===== src/rtl/mem_interconnect_if.sv =====
// Bus bundle between the core LSU port, the interconnect and the slave channels.
// The interconnect uses the "slave" modport (it serves the core and drives the
// slave channels); the core/environment side uses "master".
interface mem_interconnect_if #(
    parameter int XLEN     = 32,
    parameter int N_SLAVES = 4
);
    // Core-facing request/response
    logic                     mem_req;
    logic                     mem_we;
    logic [XLEN-1:0]          mem_addr;
    logic [XLEN/8-1:0]        mem_byteen;
    logic [XLEN-1:0]          mem_wdata;
    logic                     mem_gnt;
    logic                     mem_rvalid;
    logic [XLEN-1:0]          mem_rdata;
    logic                     mem_err;

    // Slave-facing channels
    logic [N_SLAVES-1:0]      s_req;
    logic                     s_we;
    logic [XLEN-1:0]          s_addr;
    logic [XLEN/8-1:0]        s_byteen;
    logic [XLEN-1:0]          s_wdata;
    logic [N_SLAVES-1:0]      s_ack;
    logic [N_SLAVES-1:0]      s_err;
    logic [N_SLAVES*XLEN-1:0] s_rdata;

    modport slave (
        input  mem_req, mem_we, mem_addr, mem_byteen, mem_wdata,
        output mem_gnt, mem_rvalid, mem_rdata, mem_err,
        output s_req, s_we, s_addr, s_byteen, s_wdata,
        input  s_ack, s_err, s_rdata
    );

    modport master (
        output mem_req, mem_we, mem_addr, mem_byteen, mem_wdata,
        input  mem_gnt, mem_rvalid, mem_rdata, mem_err,
        input  s_req, s_we, s_addr, s_byteen, s_wdata,
        output s_ack, s_err, s_rdata
    );
endinterface


===== src/rtl/mem_interconnect.sv =====
// Single-outstanding data-bus interconnect: decodes the core request onto one of
// N_SLAVES channels, waits for that slave's ack (with timeout), and returns a
// registered response. Unmapped and misaligned accesses are answered locally.
module mem_interconnect #(
    parameter int                         XLEN        = 32,
    parameter int                         N_SLAVES    = 4,
    parameter logic [N_SLAVES*XLEN-1:0]   SLV_BASE    = {32'h3000_0000, 32'h2000_0000,
                                                         32'h1000_0000, 32'h0000_0000},
    parameter logic [N_SLAVES*XLEN-1:0]   SLV_MASK    = {4{32'hF000_0000}},
    parameter int                         TIMEOUT     = 16,
    parameter int                         ALIGN_CHECK = 1
) (
    input  logic              clk,
    input  logic              rst,
    mem_interconnect_if.slave bus
);
    localparam int BE_W  = XLEN / 8;
    localparam int SEL_W = (N_SLAVES > 1) ? $clog2(N_SLAVES) : 1;
    localparam int CNT_W = $clog2(TIMEOUT);
    localparam logic [CNT_W-1:0] CNT_LAST = CNT_W'(TIMEOUT - 1);

    typedef enum logic [1:0] {
        ST_IDLE,
        ST_ISSUE,
        ST_WAIT,
        ST_RESP
    } state_t;

    state_t              state_reg, state_next;
    logic [CNT_W-1:0]    cnt_reg, cnt_next;
    logic [SEL_W-1:0]    sel_reg, sel_next;
    logic [N_SLAVES-1:0] s_req_reg, s_req_next;
    logic                s_we_reg, s_we_next;
    logic [XLEN-1:0]     s_addr_reg, s_addr_next;
    logic [BE_W-1:0]     s_byteen_reg, s_byteen_next;
    logic [XLEN-1:0]     s_wdata_reg, s_wdata_next;
    logic                rvalid_reg, rvalid_next;
    logic [XLEN-1:0]     rdata_reg, rdata_next;
    logic                err_reg, err_next;

    logic [N_SLAVES-1:0] hit;
    logic [XLEN-1:0]     slv_rdata [N_SLAVES];
    logic [SEL_W-1:0]    dec_idx;
    logic                dec_hit;
    logic                misalign;
    logic                gnt;
    logic                ack_sel;
    logic                err_sel;
    logic [XLEN-1:0]     rdata_sel;

    // Per-slave address match and unpacking of the packed read-data bus
    generate
        for (genvar gi = 0; gi < N_SLAVES; gi++) begin : g_slv
            assign hit[gi] = ((bus.mem_addr & SLV_MASK[gi*XLEN +: XLEN]) ==
                              SLV_BASE[gi*XLEN +: XLEN]);
            assign slv_rdata[gi] = bus.s_rdata[gi*XLEN +: XLEN];
        end
    endgenerate

    // Priority encode the hits; scanning downwards lets the lowest index win on overlap
    always_comb begin
        dec_idx = '0;
        for (int i = N_SLAVES - 1; i >= 0; i--) begin
            if (hit[i]) begin
                dec_idx = SEL_W'(i);
            end
        end
    end

    assign dec_hit  = |hit;
    // Full-word access must be word aligned; partial byte-enable accesses are passed through
    assign misalign = (ALIGN_CHECK != 0) && (bus.mem_addr[1:0] != 2'b00) && (&bus.mem_byteen);

    // Grant is the only combinational output; suppressed while reset is asserted so a
    // request is never accepted on the same edge that discards it
    assign gnt = bus.mem_req && (state_reg == ST_IDLE) && !rst;

    // Only the selected slave's handshake is ever observed
    assign ack_sel   = bus.s_ack[sel_reg];
    assign err_sel   = bus.s_err[sel_reg];
    assign rdata_sel = slv_rdata[sel_reg];

    // Next-state and next-output logic for the transaction FSM
    always_comb begin
        state_next    = state_reg;
        cnt_next      = cnt_reg;
        sel_next      = sel_reg;
        s_req_next    = '0;
        s_we_next     = s_we_reg;
        s_addr_next   = s_addr_reg;
        s_byteen_next = s_byteen_reg;
        s_wdata_next  = s_wdata_reg;
        rvalid_next   = 1'b0;
        rdata_next    = '0;
        err_next      = 1'b0;

        case (state_reg)
            ST_IDLE: begin
                if (gnt) begin
                    sel_next      = dec_idx;
                    s_we_next     = bus.mem_we;
                    s_addr_next   = bus.mem_addr;
                    s_byteen_next = bus.mem_byteen;
                    s_wdata_next  = bus.mem_wdata;
                    if (dec_hit && !misalign) begin
                        state_next = ST_ISSUE;
                        s_req_next = N_SLAVES'(1) << dec_idx;
                    end else begin
                        // Answered locally: error response, no slave is touched
                        state_next  = ST_RESP;
                        rvalid_next = 1'b1;
                        err_next    = 1'b1;
                    end
                end
            end

            ST_ISSUE: begin
                if (ack_sel) begin
                    state_next  = ST_RESP;
                    rvalid_next = 1'b1;
                    err_next    = err_sel;
                    rdata_next  = (s_we_reg || err_sel) ? '0 : rdata_sel;
                end else begin
                    state_next = ST_WAIT;
                    cnt_next   = CNT_W'(1);
                end
            end

            ST_WAIT: begin
                if (ack_sel) begin
                    state_next  = ST_RESP;
                    rvalid_next = 1'b1;
                    err_next    = err_sel;
                    rdata_next  = (s_we_reg || err_sel) ? '0 : rdata_sel;
                end else if (cnt_reg == CNT_LAST) begin
                    // Slave gave up on: report an error, any later ack is ignored
                    state_next  = ST_RESP;
                    rvalid_next = 1'b1;
                    err_next    = 1'b1;
                end else begin
                    cnt_next = cnt_reg + 1'b1;
                end
            end

            ST_RESP: begin
                // Response is on the bus this cycle; release the broadcast signals
                state_next    = ST_IDLE;
                cnt_next      = '0;
                s_we_next     = 1'b0;
                s_addr_next   = '0;
                s_byteen_next = '0;
                s_wdata_next  = '0;
            end

            default: begin
                state_next = ST_IDLE;
            end
        endcase
    end

    // State and registered-output update with synchronous reset
    always_ff @(posedge clk) begin
        if (rst) begin
            state_reg    <= ST_IDLE;
            cnt_reg      <= '0;
            sel_reg      <= '0;
            s_req_reg    <= '0;
            s_we_reg     <= 1'b0;
            s_addr_reg   <= '0;
            s_byteen_reg <= '0;
            s_wdata_reg  <= '0;
            rvalid_reg   <= 1'b0;
            rdata_reg    <= '0;
            err_reg      <= 1'b0;
        end else begin
            state_reg    <= state_next;
            cnt_reg      <= cnt_next;
            sel_reg      <= sel_next;
            s_req_reg    <= s_req_next;
            s_we_reg     <= s_we_next;
            s_addr_reg   <= s_addr_next;
            s_byteen_reg <= s_byteen_next;
            s_wdata_reg  <= s_wdata_next;
            rvalid_reg   <= rvalid_next;
            rdata_reg    <= rdata_next;
            err_reg      <= err_next;
        end
    end

    assign bus.mem_gnt    = gnt;
    assign bus.mem_rvalid = rvalid_reg;
    assign bus.mem_rdata  = rdata_reg;
    assign bus.mem_err    = err_reg;
    assign bus.s_req      = s_req_reg;
    assign bus.s_we       = s_we_reg;
    assign bus.s_addr     = s_addr_reg;
    assign bus.s_byteen   = s_byteen_reg;
    assign bus.s_wdata    = s_wdata_reg;
endmodule

===== src/flat_wrapper.sv =====
// flat-port wrapper written by rule: the top's interface ports become plain ports
module mem_interconnect_flat 
#(
    parameter int                         XLEN        = 32,
    parameter int                         N_SLAVES    = 4,
    parameter logic [N_SLAVES*XLEN-1:0]   SLV_BASE    = {32'h3000_0000, 32'h2000_0000,
                                                         32'h1000_0000, 32'h0000_0000},
    parameter logic [N_SLAVES*XLEN-1:0]   SLV_MASK    = {4{32'hF000_0000}},
    parameter int                         TIMEOUT     = 16,
    parameter int                         ALIGN_CHECK = 1
)
  (clk, rst, bus_mem_req, bus_mem_we, bus_mem_addr, bus_mem_byteen, bus_mem_wdata, bus_mem_gnt, bus_mem_rvalid, bus_mem_rdata, bus_mem_err, bus_s_req, bus_s_we, bus_s_addr, bus_s_byteen, bus_s_wdata, bus_s_ack, bus_s_err, bus_s_rdata);
  mem_interconnect_if #(.XLEN(XLEN), .N_SLAVES(N_SLAVES)) bus_i ();
  input  logic clk;
  input  logic rst;
  input wire logic [$bits(bus_i.mem_req)-1:0] bus_mem_req;
  input wire logic [$bits(bus_i.mem_we)-1:0] bus_mem_we;
  input wire logic [$bits(bus_i.mem_addr)-1:0] bus_mem_addr;
  input wire logic [$bits(bus_i.mem_byteen)-1:0] bus_mem_byteen;
  input wire logic [$bits(bus_i.mem_wdata)-1:0] bus_mem_wdata;
  output wire logic [$bits(bus_i.mem_gnt)-1:0] bus_mem_gnt;
  output wire logic [$bits(bus_i.mem_rvalid)-1:0] bus_mem_rvalid;
  output wire logic [$bits(bus_i.mem_rdata)-1:0] bus_mem_rdata;
  output wire logic [$bits(bus_i.mem_err)-1:0] bus_mem_err;
  output wire logic [$bits(bus_i.s_req)-1:0] bus_s_req;
  output wire logic [$bits(bus_i.s_we)-1:0] bus_s_we;
  output wire logic [$bits(bus_i.s_addr)-1:0] bus_s_addr;
  output wire logic [$bits(bus_i.s_byteen)-1:0] bus_s_byteen;
  output wire logic [$bits(bus_i.s_wdata)-1:0] bus_s_wdata;
  input wire logic [$bits(bus_i.s_ack)-1:0] bus_s_ack;
  input wire logic [$bits(bus_i.s_err)-1:0] bus_s_err;
  input wire logic [$bits(bus_i.s_rdata)-1:0] bus_s_rdata;
  assign bus_i.mem_req = bus_mem_req;
  assign bus_i.mem_we = bus_mem_we;
  assign bus_i.mem_addr = bus_mem_addr;
  assign bus_i.mem_byteen = bus_mem_byteen;
  assign bus_i.mem_wdata = bus_mem_wdata;
  assign bus_mem_gnt = bus_i.mem_gnt;
  assign bus_mem_rvalid = bus_i.mem_rvalid;
  assign bus_mem_rdata = bus_i.mem_rdata;
  assign bus_mem_err = bus_i.mem_err;
  assign bus_s_req = bus_i.s_req;
  assign bus_s_we = bus_i.s_we;
  assign bus_s_addr = bus_i.s_addr;
  assign bus_s_byteen = bus_i.s_byteen;
  assign bus_s_wdata = bus_i.s_wdata;
  assign bus_i.s_ack = bus_s_ack;
  assign bus_i.s_err = bus_s_err;
  assign bus_i.s_rdata = bus_s_rdata;
  mem_interconnect #(.XLEN(XLEN), .N_SLAVES(N_SLAVES), .SLV_BASE(SLV_BASE), .SLV_MASK(SLV_MASK), .TIMEOUT(TIMEOUT), .ALIGN_CHECK(ALIGN_CHECK)) u_core (.clk(clk), .rst(rst), .bus(bus_i));
endmodule

===== config.mk =====
export PLATFORM = sky130hd
export DESIGN_NAME = mem_interconnect_flat
export DESIGN_NICKNAME = d
export VERILOG_FILES = /design/src/rtl/mem_interconnect_if.sv /design/src/rtl/mem_interconnect.sv /design/src/flat_wrapper.sv
export SDC_FILE = /design/constraint.sdc
export NUM_CORES = 1
export LEC_CHECK = 0
export CAP_MARGIN = 10
export CORE_AREA = 2 2 123 125
export DETAILED_ROUTE_END_ITERATION = 8
export DIE_AREA = 0 0 125 127
export GPL_TIMING_DRIVEN = 1
export HOLD_SLACK_MARGIN = 0.1
export PLACE_DENSITY = 0.73
export SYNTH_ARGS = -nofsm -noshare
export SYNTH_HDL_FRONTEND = slang
export SYNTH_SLANG_ARGS = --single-unit

===== constraint.sdc =====
create_clock -name clk -period 2.9 [get_ports clk]
set_clock_uncertainty 0.05 [all_clocks]
set_input_delay 0.725 -clock clk [delete_from_list [all_inputs] [get_ports clk]]
set_output_delay 0.725 -clock clk [all_outputs]
set_load 0.01 [all_outputs]

Word-level counts from Yosys, hierarchy flattened
Cells that the tools add are included.
W data, S select, Z words.
{"block": "word_totals", "register_bits": 115, "out_inout_bits": 108}
{"block": "classes", "add_sub_neg": 1, "order_cmp": 2, "eq_ne": 12, "n_shift": 1, "mux": 38, "bitwise": 6, "n_reduce_logical": 21}
{"cell": "$mux W32", "n": 4}
{"cell": "$pmux W32 S2", "n": 2}
{"cell": "$bmux W32 S2", "n": 1}
{"cell": "$logic_not A32 Y1", "n": 1}
{"cell": "$mux W2", "n": 8}
{"cell": "$mux W4", "n": 4}
{"cell": "$pmux W4 S3", "n": 1}
{"cell": "$reduce_or A4 Y1", "n": 3}
{"cell": "$mux W1", "n": 11}
{"cell": "$eq A4 B2 Y1 const B", "n": 2}
{"cell": "$ne A2 B2 Y1 const B", "n": 4}
{"cell": "$pmux W2 S4", "n": 1}
{"cell": "$pmux W4 S2", "n": 1}
{"cell": "$reduce_and A4 Y1", "n": 2}
{"cell": "$pmux W1 S3", "n": 2}
{"cell": "$reduce_and A2 Y1", "n": 3}
{"cell": "$not A1 Y1", "n": 5}
{"cell": "$add A4 B1 Y4 const B", "n": 1}
{"cell": "$bmux W1 S2", "n": 2}
{"cell": "$eq A2 B2 Y1 const B", "n": 2}
{"cell": "$eq A4 B1 Y1 const B", "n": 1}
{"cell": "$eq A4 B4 Y1 const B", "n": 1}
{"cell": "$logic_and A1 B1 Y1", "n": 4}
{"cell": "$reduce_bool A2 Y1", "n": 2}
{"cell": "other kinds (12)", "n": 13}

Longest topological paths before layout
Gate-level depths: netlist of run 1.
{"block": "logic_depth", "ltp_word": 7, "mapped_depth": 8, "mapped_depth_nobuf": 6}

Least setup slack after synthesis of run 1
No wires, ideal clock.
{"block": "synth_path", "kind": "input-to-reg", "from": "input port bus_s_ack[3]", "to": "register u_core.rvalid_reg, in the netlist u_core.bus.mem_rvalid", "arrival_time_ns": 1.917, "path_slack_ns": 0.802, "path_stages": 5, "path_buffers": 1, "cell_sequence": "mux4_2 -> buf_6 -> or2_2 -> a211oi_1 -> nor3_1"}
{"block": "synth_between", "elab_chain_cells": 4, "word_cells_on_any_way": 5, "cone_classes": "mux (5)"}
{"element": "start, declared", "line_no": "flat_wrapper.sv:30", "source": "input wire logic [$bits(bus_i.s_ack)-1:0] bus_s_ack;"}
{"element": "$bmux W1 S2 *", "line_no": "mem_interconnect.sv:79", "source": "assign ack_sel = bus.s_ack[sel_reg];"}
{"element": "$mux W1 (implied by the code) *", "line_no": "mem_interconnect.sv:79"}
{"element": "$mux W1, on equally long branches", "line_no": "mem_interconnect.sv:130, mem_interconnect.sv:118"}
{"element": "$pmux W1 S3 *", "line_no": "mem_interconnect.sv:97", "source": "case (state_reg)"}
{"element": "end signal, assigned", "line_no": "mem_interconnect.sv:184", "source": "rvalid_reg <= rvalid_next;"}
{"element": "end, declared", "line_no": "mem_interconnect.sv:37", "source": "logic rvalid_reg, rvalid_next;"}
Mark *: on every way between the ends. The rest lies on a longest branch, timed or not. The select of a mux whose other input is x is not followed.
A chain may end at the register's enable or synchronous reset.

Final worst setup path of run 1
{"block": "layout_path", "from": "input port bus_mem_req", "to": "output port bus_mem_gnt"}
{"block": "layout_between", "elab_chain_cells": 2}
{"element": "start, declared", "line_no": "flat_wrapper.sv:16", "source": "input wire logic [$bits(bus_i.mem_req)-1:0] bus_mem_req;"}
{"element": "$logic_and A1 B1 Y1 (2 in series)", "line_no": "mem_interconnect.sv:76", "source": "assign gnt = bus.mem_req && (state_reg == ST_IDLE) && !rst;"}
{"element": "end, declared", "line_no": "flat_wrapper.sv:21", "source": "output wire logic [$bits(bus_i.mem_gnt)-1:0] bus_mem_gnt;"}
No other way between the ends.

==> impl_metrics.toml, run 1 <==
[run_status]
run_status = "finished, final reports clean"

[pwr]
peakVddDrop_uv = 337
power.leakage_nw = 3.25
power.switching_mw = 1.38
intPower_mw = 3.95
combPwrFrac = 0.244
power.density_mw_per_mm2 = 627
clkPwrFrac = 0.404
p_sw_frac = 0.259
p_total_mw = 5.33
seq_power_share = 0.352

[timing]
finalSetupViolCount = 0
fin_crit_ns = 2.71
slew_viol_final = 0
period_share = 0.934
holdWs_ns = 0.420
hold_viol = 0
finalSetupTns_ns = 0
finalWorstSetupSlack_ns = 0.192
slew_headroom = 0.605
fmax_mhz = 369
tightest_slew_ns = 0.588
rsz0062_at_grt = "no"

[cells_and_area]
fin_cells = 870
finalNetCount = 883
final_util = 0.589
drive_above_1_share = 0.122
syn_to_final_growth_pct = 87.8
fin_area_mm2 = 0.00850

[logic_synthesis]
synth-seq-area-share = 0.509
netlist_instances = 359
yosysWarnings = 0
post_synth.cell_area_avg_um2 = 12.6
ys_seq_elements = 115
synth_nets = 572
synth_top_flop_cell = "dfxtp_1"
synth_edf_count = 0
syn-cell-area_mm2 = 0.00453
ys_async_sr_fraction = 0
yosysUniqueCellTypes = 42

[detailed_routing]
dr.pass1.iters = 4
wl_met1_um = 6750
avgRoutedWirePerCell_um = 19.7
antenna_left = 0
top_layer_used = "met4"
drt_iter0_markers = 193
wl_met3_um = 1540
totalWireLength_um = 17200
dr_wl_met2_um = 8540
via_per_inst = 5.05
drcViolationCount = 0
vias = 4397

[worst_setup_path]
cp_max_fo = 3
required_ns = 2.12
crit_path_end_kind = "output pin"
start_kind = "input port"
r2r_cells = 5
crit_type = "in -> out"
arrival_ns = 1.93

[placed_design]
globalplace.congestion = 0.893
dp.cells = 835
hpwl_um = 13100
post-place-ws_ns = 0.198
place_area_mm2 = 0.00788
portBuffers = 315

[clock_network]
holdBufCountCts = 0
post-cts-setup-buffers = 0
cts.sinks = 115
clk_path_buf_depth = 2
insertion_delay_ns = 0.41
htreeDepth = 4
cts_tree = "yes"
clkTransAtPathRegs_ns = 0.05
postCtsResizedCells = 0
cts_buffers = 17
root_buffer = "clkbuf_16"

[floorplanning]
rows = 44
io_pins = 316
dieArea_mm2 = 0.0159
die_w_um = 125
initial_core_util = 0.314
core-area_mm2 = 0.0144
dieHeight_um = 127

[hold_path]
min_path_cells = 1
hp-class = "reg -> reg"

[grt]
antenna_found_initial = 3
grt_first_pass_wirelength_um = 26500
grt_pass1_vias = 4661
overflow = 0
grt_usage = 0.215
grt_max_degree = 70

[flow_run]
maxCapViolations = 0
[final timing paths]
kind / start / to / slack [ns]
setup / recovery: bus_mem_req / bus_mem_gnt / 0.19
setup reg to reg: u_core.sel_reg[0] / u_core.cnt_reg[0] / 0.76
hold reg to reg: u_core.bus.s_addr[10] / u_core.bus.s_addr[10] / 0.42
hold / removal: u_core.bus.s_addr[10] / u_core.bus.s_addr[10] / 0.42
[cells by family (layout without fill, tap and decap cells)]
logic type,count (synthesis),after routing,synth area share
DFF,115,115,0.509
AOI/OAI and AO/OA,95,95,0.173
and+or+nand+nor,69,69,0.0937
buffers and inverters,38,362,0.0351
muxes,37,37,0.176
adders and majority gates,5,5,0.0138
other,0,3,0
[power groups by stage]
stage / clock network, mW / registers (mW) / logic [mW]
3_3_place_gp: 0 / 1.90 / 1.28
4_1_cts: 2.19 / 1.88 / 1.31
3_5_place_dp: 0 / 1.90 / 1.30
5_1_grt: 2.27 / 1.90 / 1.39
2_1_floorplan: 0 / 1.97 / 0.465
6_report: 2.15 / 1.88 / 1.30
[metal layers]
layer  track usage  up-vias
met2         0.361      234
met4        0.0895        0
li1              -     2035
met5             0        -
met3        0.0779       24
met1         0.250     2104
[Yosys cell counts, types with 2 or more instances]
| library cell | instances | area share |
|---|---|---|
| nand2_1 | 5 | 0.0041 |
| a22o_1 | 69 | 0.13 |
| mux4_2 | 34 | 0.17 |
| inv_1 | 6 | 0.0050 |
| and3_1 | 34 | 0.047 |
| a21oi_1 | 4 | 0.0044 |
| nor3_1 | 5 | 0.0055 |
| a22oi_1 | 2 | 0.0033 |
| ha_1 | 5 | 0.014 |
| nor3b_1 | 3 | 0.0050 |
| nor2_1 | 9 | 0.0075 |
| o211ai_1 | 2 | 0.0033 |
| or2_2 | 2 | 0.0028 |
| nand4b_1 | 2 | 0.0039 |
| buf_6 | 2 | 0.0050 |
| mux2i_1 | 2 | 0.0044 |
| o21ai_0 | 6 | 0.0066 |
| a211oi_1 | 2 | 0.0033 |
| dfxtp_1 | 115 | 0.51 |
| buf_1 | 3 | 0.0025 |
| clkbuf_1 | 26 | 0.022 |
[area by class of cell]
cell class | instances | area [um2]
fillers | 1190 | 5920
multi-input cells | 206 | 2080
clock inverters | 12 | 155
clock buffers | 20 | 457
well taps | 184 | 230
diodes | 3 | 7.51
inverters | 6 | 22.5
flip-flops and latches | 115 | 2300
repair buffers | 324 | 3250
[cells in the final DEF (no fill, tap or decap), types with 3 or more instances in the layout]
master,n
clkdlybuf4s50_1,315
dfxtp_1,113
a22o_1,69
mux4_2,34
and3_1,34
clkbuf_16,17
nor2_1,8
buf_4,7
inv_1,6
o21ai_0,6
nand2_1,5
ha_1,5
nor3_1,4
a21oi_1,4
diode_2,3
nor3b_1,3
clkinv_2,3
clkinv_4,3
bufinv_16,3
[critical path: stages]
cell and delay, ns:
clkdlybuf4s50_1 0.51, nand3b_1 0.11, inv_1 0.07, clkdlybuf4s50_1 0.52
(Power assumes the default switching activity.)
==> run 2, diff against run 1 <==
- SETUP_SLACK_MARGIN: default -> 0.1
==> run 2 against run 1 <==
Combinational power about the same. Hold slack better by 0.0036 ns. Largest cell class unchanged. Die area unchanged. Register-to-register slack about the same. Count of clock-buffer cells in the layout unchanged. Flip-flop and latch count unchanged. Global-route usage unchanged. Largest power group unchanged. Critical endpoint unchanged. Fmax up 0.27%. Total power about the same.
==> impl_metrics.toml, run 2 (synthesis results as in run 1) <==
[worst_setup_path]
worstPathCellList = "clkdlybuf4s50_1 > nand3b_1 > inv_1 > clkdlybuf4s50_1"
start_kind = "input port"
required_ns = 2.12
arrival_ns = 1.93
crit_path_end_kind = "output pin"
r2r_setup_slack_ns = 0.77
cp_slowest_cell = "clkdlybuf4s50_1"
crit_type = "in -> out"
worst_path_largest_cell_delay_ns = 0.52
worst_path_most_repeated_cell = "clkdlybuf4s50_1"
cp_max_fo = 3

[timing]
holdWs_ns = 0.423
finalSetupTns_ns = 0
slew_viol_final = 0
rsz0062_at_grt = "no"
finalSetupViolCount = 0
fmax_mhz = 370
fin_crit_ns = 2.70
tightest_slew_ns = 0.598
slew_headroom = 0.599
period_share = 0.931
hold_viol = 0

[detailed_routing]
drcViolationCount = 0
vias = 4394
dr.pass1.iters = 4
drt_iter0_markers = 204
avgRoutedWirePerCell_um = 19.8
via_per_inst = 5.05
totalWireLength_um = 17200
antenna_left = 0

[floorplanning]
io_pins = 316
dieArea_mm2 = 0.0159
initial_core_util = 0.314
die_w_um = 125
core-area_mm2 = 0.0144
dieHeight_um = 127
rows = 44

[clock_network]
clkTransAtPathRegs_ns = 0.05
clk_path_buf_depth = 2
insertion_delay_ns = 0.41
htreeDepth = 4
cts_tree = "yes"
cts_buffers = 17
cts.sinks = 115
root_buffer = "clkbuf_16"

[pwr]
clkPwrFrac = 0.404
combPwrFrac = 0.244
seq_power_share = 0.352
intPower_mw = 3.95
power.leakage_nw = 3.25
power.switching_mw = 1.38
power.density_mw_per_mm2 = 627
p_sw_frac = 0.259
peakVddDrop_uv = 337

[grt]
grt_max_degree = 70
antenna_found_initial = 3
grt_pass1_vias = 4661
overflow = 0
grt_usage = 0.215
grt_first_pass_wirelength_um = 26500

[cells_and_area]
layout_commonest_cell = "clkdlybuf4s50_1"
finalNetCount = 883
final_util = 0.590
multi_input_area_mm2 = 0.00208
ff_latch_area_mm2 = 0.00230
syn_to_final_growth_pct = 87.8
drive_above_1_share = 0.123
n_fill_cell = 1190
final_cell_mix = "315 x clkdlybuf4s50_1, 113 x dfxtp_1, 69 x a22o_1"

[run_status]
run_status = "finished, final reports clean"

[placed_design]
globalplace.congestion = 0.893
hpwl_um = 13100
portBuffers = 315

[flow_run]
maxCapViolations = 0

[hold_path]
hp-class = "reg -> reg"
## run 2: power groups by stage
stage | Combinational (mW) | Clock, mW | Sequential, mW
detailed placement | 1.30 | 0 | 1.90
floorplan | 0.465 | 0 | 1.97
finish | 1.30 | 2.15 | 1.88
global placement | 1.28 | 0 | 1.90
CTS | 1.31 | 2.19 | 1.88
global route | 1.39 | 2.27 | 1.90
## run 2: worst max-delay path, delay by kind of cell
family / cells / cell delay (ns)
buf+inv: 3 / 1.09
simple gates: 1 / 0.11
## run 2: layout make-up
cell class	count	share of cell area
antenna	3	0.000883
clock buffer	20	0.0537
clock inverter	12	0.0182
inverter	6	0.00265
multi-input combinational	206	0.245
sequential	115	0.271
tap	184	0.0271
timing repair buffer	324	0.382
## run 2: final timing paths
| check | end | cells after the start | from |
|---|---|---|---|
| setup / recovery | bus_mem_gnt | 4 | bus_mem_req |
| hold / removal | u_core.bus.s_wdata[25] | 1 | u_core.bus.s_wdata[25] |
| setup reg to reg | u_core.cnt_reg[0] | 5 | u_core.sel_reg[0] |
| hold reg to reg | u_core.bus.s_wdata[25] | 1 | u_core.bus.s_wdata[25] |
## run 2: routing by layer
metal | track usage | part of all wire
met5 | 0 | 0
met4 | 0.0895 | 0.018
met3 | 0.0779 | 0.088
met2 | 0.361 | 0.50
met1 | 0.250 | 0.40
## run 2: stage by stage
step	instances	power (mW)	cell area, um2	worst slack, ns
finish	870	5.33	8500	0.200
floorplan	359	2.43	4530	0.802
detailed placement	835	3.20	7880	0.198
CTS	867	5.38	8490	0.184
global placement	835	3.17	7880	0.212
global route	870	5.56	8500	0.132
## run 2: repair_timing
action,in CTS,in global routing
gates resized for setup,0,1
hold buffers,0,0
endpoints found under the setup margin,0,1
setup buffers,0,0
==> run 3, diff against run 2 <==
- SETUP_SLACK_MARGIN: 0.1 -> 0.3
==> run 3 against run 2 <==
Register-to-register slack hardly changed. First-iteration DRC count down 5.4%. Total power shrank 0.10%. Wire length decreased by 0.28%. Largest power group unchanged. Highest routed layer unchanged. Critical path depth stayed put.
==> impl_metrics.toml, run 3 (synthesis results as in run 1) <==
[worst_setup_path]
cp_max_fo = 3
start_kind = "input port"
arrival_ns = 1.66
crit_type = "in -> out"
r2r_cells = 5
crit_path_end_kind = "output pin"
required_ns = 2.12

[flow_run]
maxCapViolations = 0

[clock_network]
htreeDepth = 4
clk_path_buf_depth = 2
holdBufCountCts = 0
clkTransAtPathRegs_ns = 0.05
cts_buffers = 17
insertion_delay_ns = 0.41
cts.sinks = 115
root_buffer = "clkbuf_16"
cts_tree = "yes"

[placed_design]
dp.cells = 835
portBuffers = 315
globalplace.congestion = 0.893
hpwl_um = 13100

[floorplanning]
core-area_mm2 = 0.0144
die_w_um = 125
dieHeight_um = 127
initial_core_util = 0.314
io_pins = 316
dieArea_mm2 = 0.0159
rows = 44

[grt]
antenna_found_initial = 3
overflow = 0
grt_first_pass_wirelength_um = 26500
grt_pass1_vias = 4661
grt_max_degree = 70
grt_usage = 0.215

[hold_path]
hp-class = "reg -> reg"
min_path_cells = 1

[detailed_routing]
vias = 4397
drcViolationCount = 0
antenna_left = 0
drt_iter0_markers = 193
avgRoutedWirePerCell_um = 19.7
via_per_inst = 5.05
totalWireLength_um = 17200
dr.pass1.iters = 4

[cells_and_area]
ff_latch_area_mm2 = 0.00230
syn_to_final_growth_pct = 87.8
final_util = 0.589
final_cell_mix = "314 x clkdlybuf4s50_1, 113 x dfxtp_1, 69 x a22o_1"
layout_commonest_cell = "clkdlybuf4s50_1"
drive_above_1_share = 0.122
n_fill_cell = 1191
fin_cells = 870
multi_input_area_mm2 = 0.00208
finalNetCount = 883

[timing]
slew_headroom = 0.605
rsz0062_at_grt = "no"
fmax_mhz = 410
hold_viol = 0
tightest_slew_ns = 0.588
finalSetupTns_ns = 0
holdWs_ns = 0.420
slew_viol_final = 0
period_share = 0.840
finalSetupViolCount = 0
fin_crit_ns = 2.44

[pwr]
peakVddDrop_uv = 337
power.density_mw_per_mm2 = 627
power.leakage_nw = 3.25
p_total_mw = 5.33

[run_status]
run_status = "finished, final reports clean"
-- run 3: cell count changes in the layout (fill, tap and decap cells not counted) --
| cell | before | now |
|---|---|---|
| ha_2 | 1 | 0 |
| ha_1 | 4 | 5 |
| clkdlybuf4s50_1 | 315 | 314 |
| dlygate4sd2_1 | 0 | 1 |
-- run 3: final timing paths --
path | start | to | slack (ns)
hold reg to reg | u_core.bus.s_addr[10] | u_core.bus.s_addr[10] | 0.42
setup / recovery | bus_mem_req | bus_mem_gnt | 0.46
hold / removal | u_core.bus.s_addr[10] | u_core.bus.s_addr[10] | 0.42
setup reg to reg | u_core.sel_reg[0] | u_core.cnt_reg[0] | 0.76
-- run 3: timing repair --
action / CTS / global route
resized for setup: 1 / 0
endpoints found under the setup margin: 1 / 0
buffers inserted: 0 / 0
-- run 3: where the power goes --
part | switching (mW) | internal [mW] | leakage (nW)
registers | 0.111 | 1.77 | 0.940
clock network | 0.757 | 1.40 | 0.296
logic | 0.511 | 0.787 | 2.01
-- run 3: cell type report --
cell class,count,area share
Sequential cell,115,0.271
Antenna cell,3,0.000883
Inverter,6,0.00265
Multi-Input combinational cell,206,0.245
Tap cell,184,0.0271
Timing Repair Buffer,324,0.382
Clock inverter,12,0.0183
Clock buffer,20,0.0537
-- run 3: metal layers --
layer  vias up  part of all wire  global-route usage
met4         0             0.019              0.0895
met5         -                 0                   0
met3        24             0.090              0.0779
met1      2104              0.39               0.250
met2       234              0.50               0.361
li1       2035                 -                   -
-- run 3: worst max-delay path: stages --
cell and delay (ns):
clkdlybuf4s50_1 0.51, nand3b_1 0.11, inv_1 0.06, dlygate4sd2_1 0.25
-- run 3: metrics by stage --
step	instance area, um2	worst slack [ns]
4_1_cts	8490	0.454
2_1_floorplan	4530	0.802
5_1_grt	8500	0.335
3_5_place_dp	7880	0.198
3_3_place_gp	7880	0.212
6_report	8500	0.463
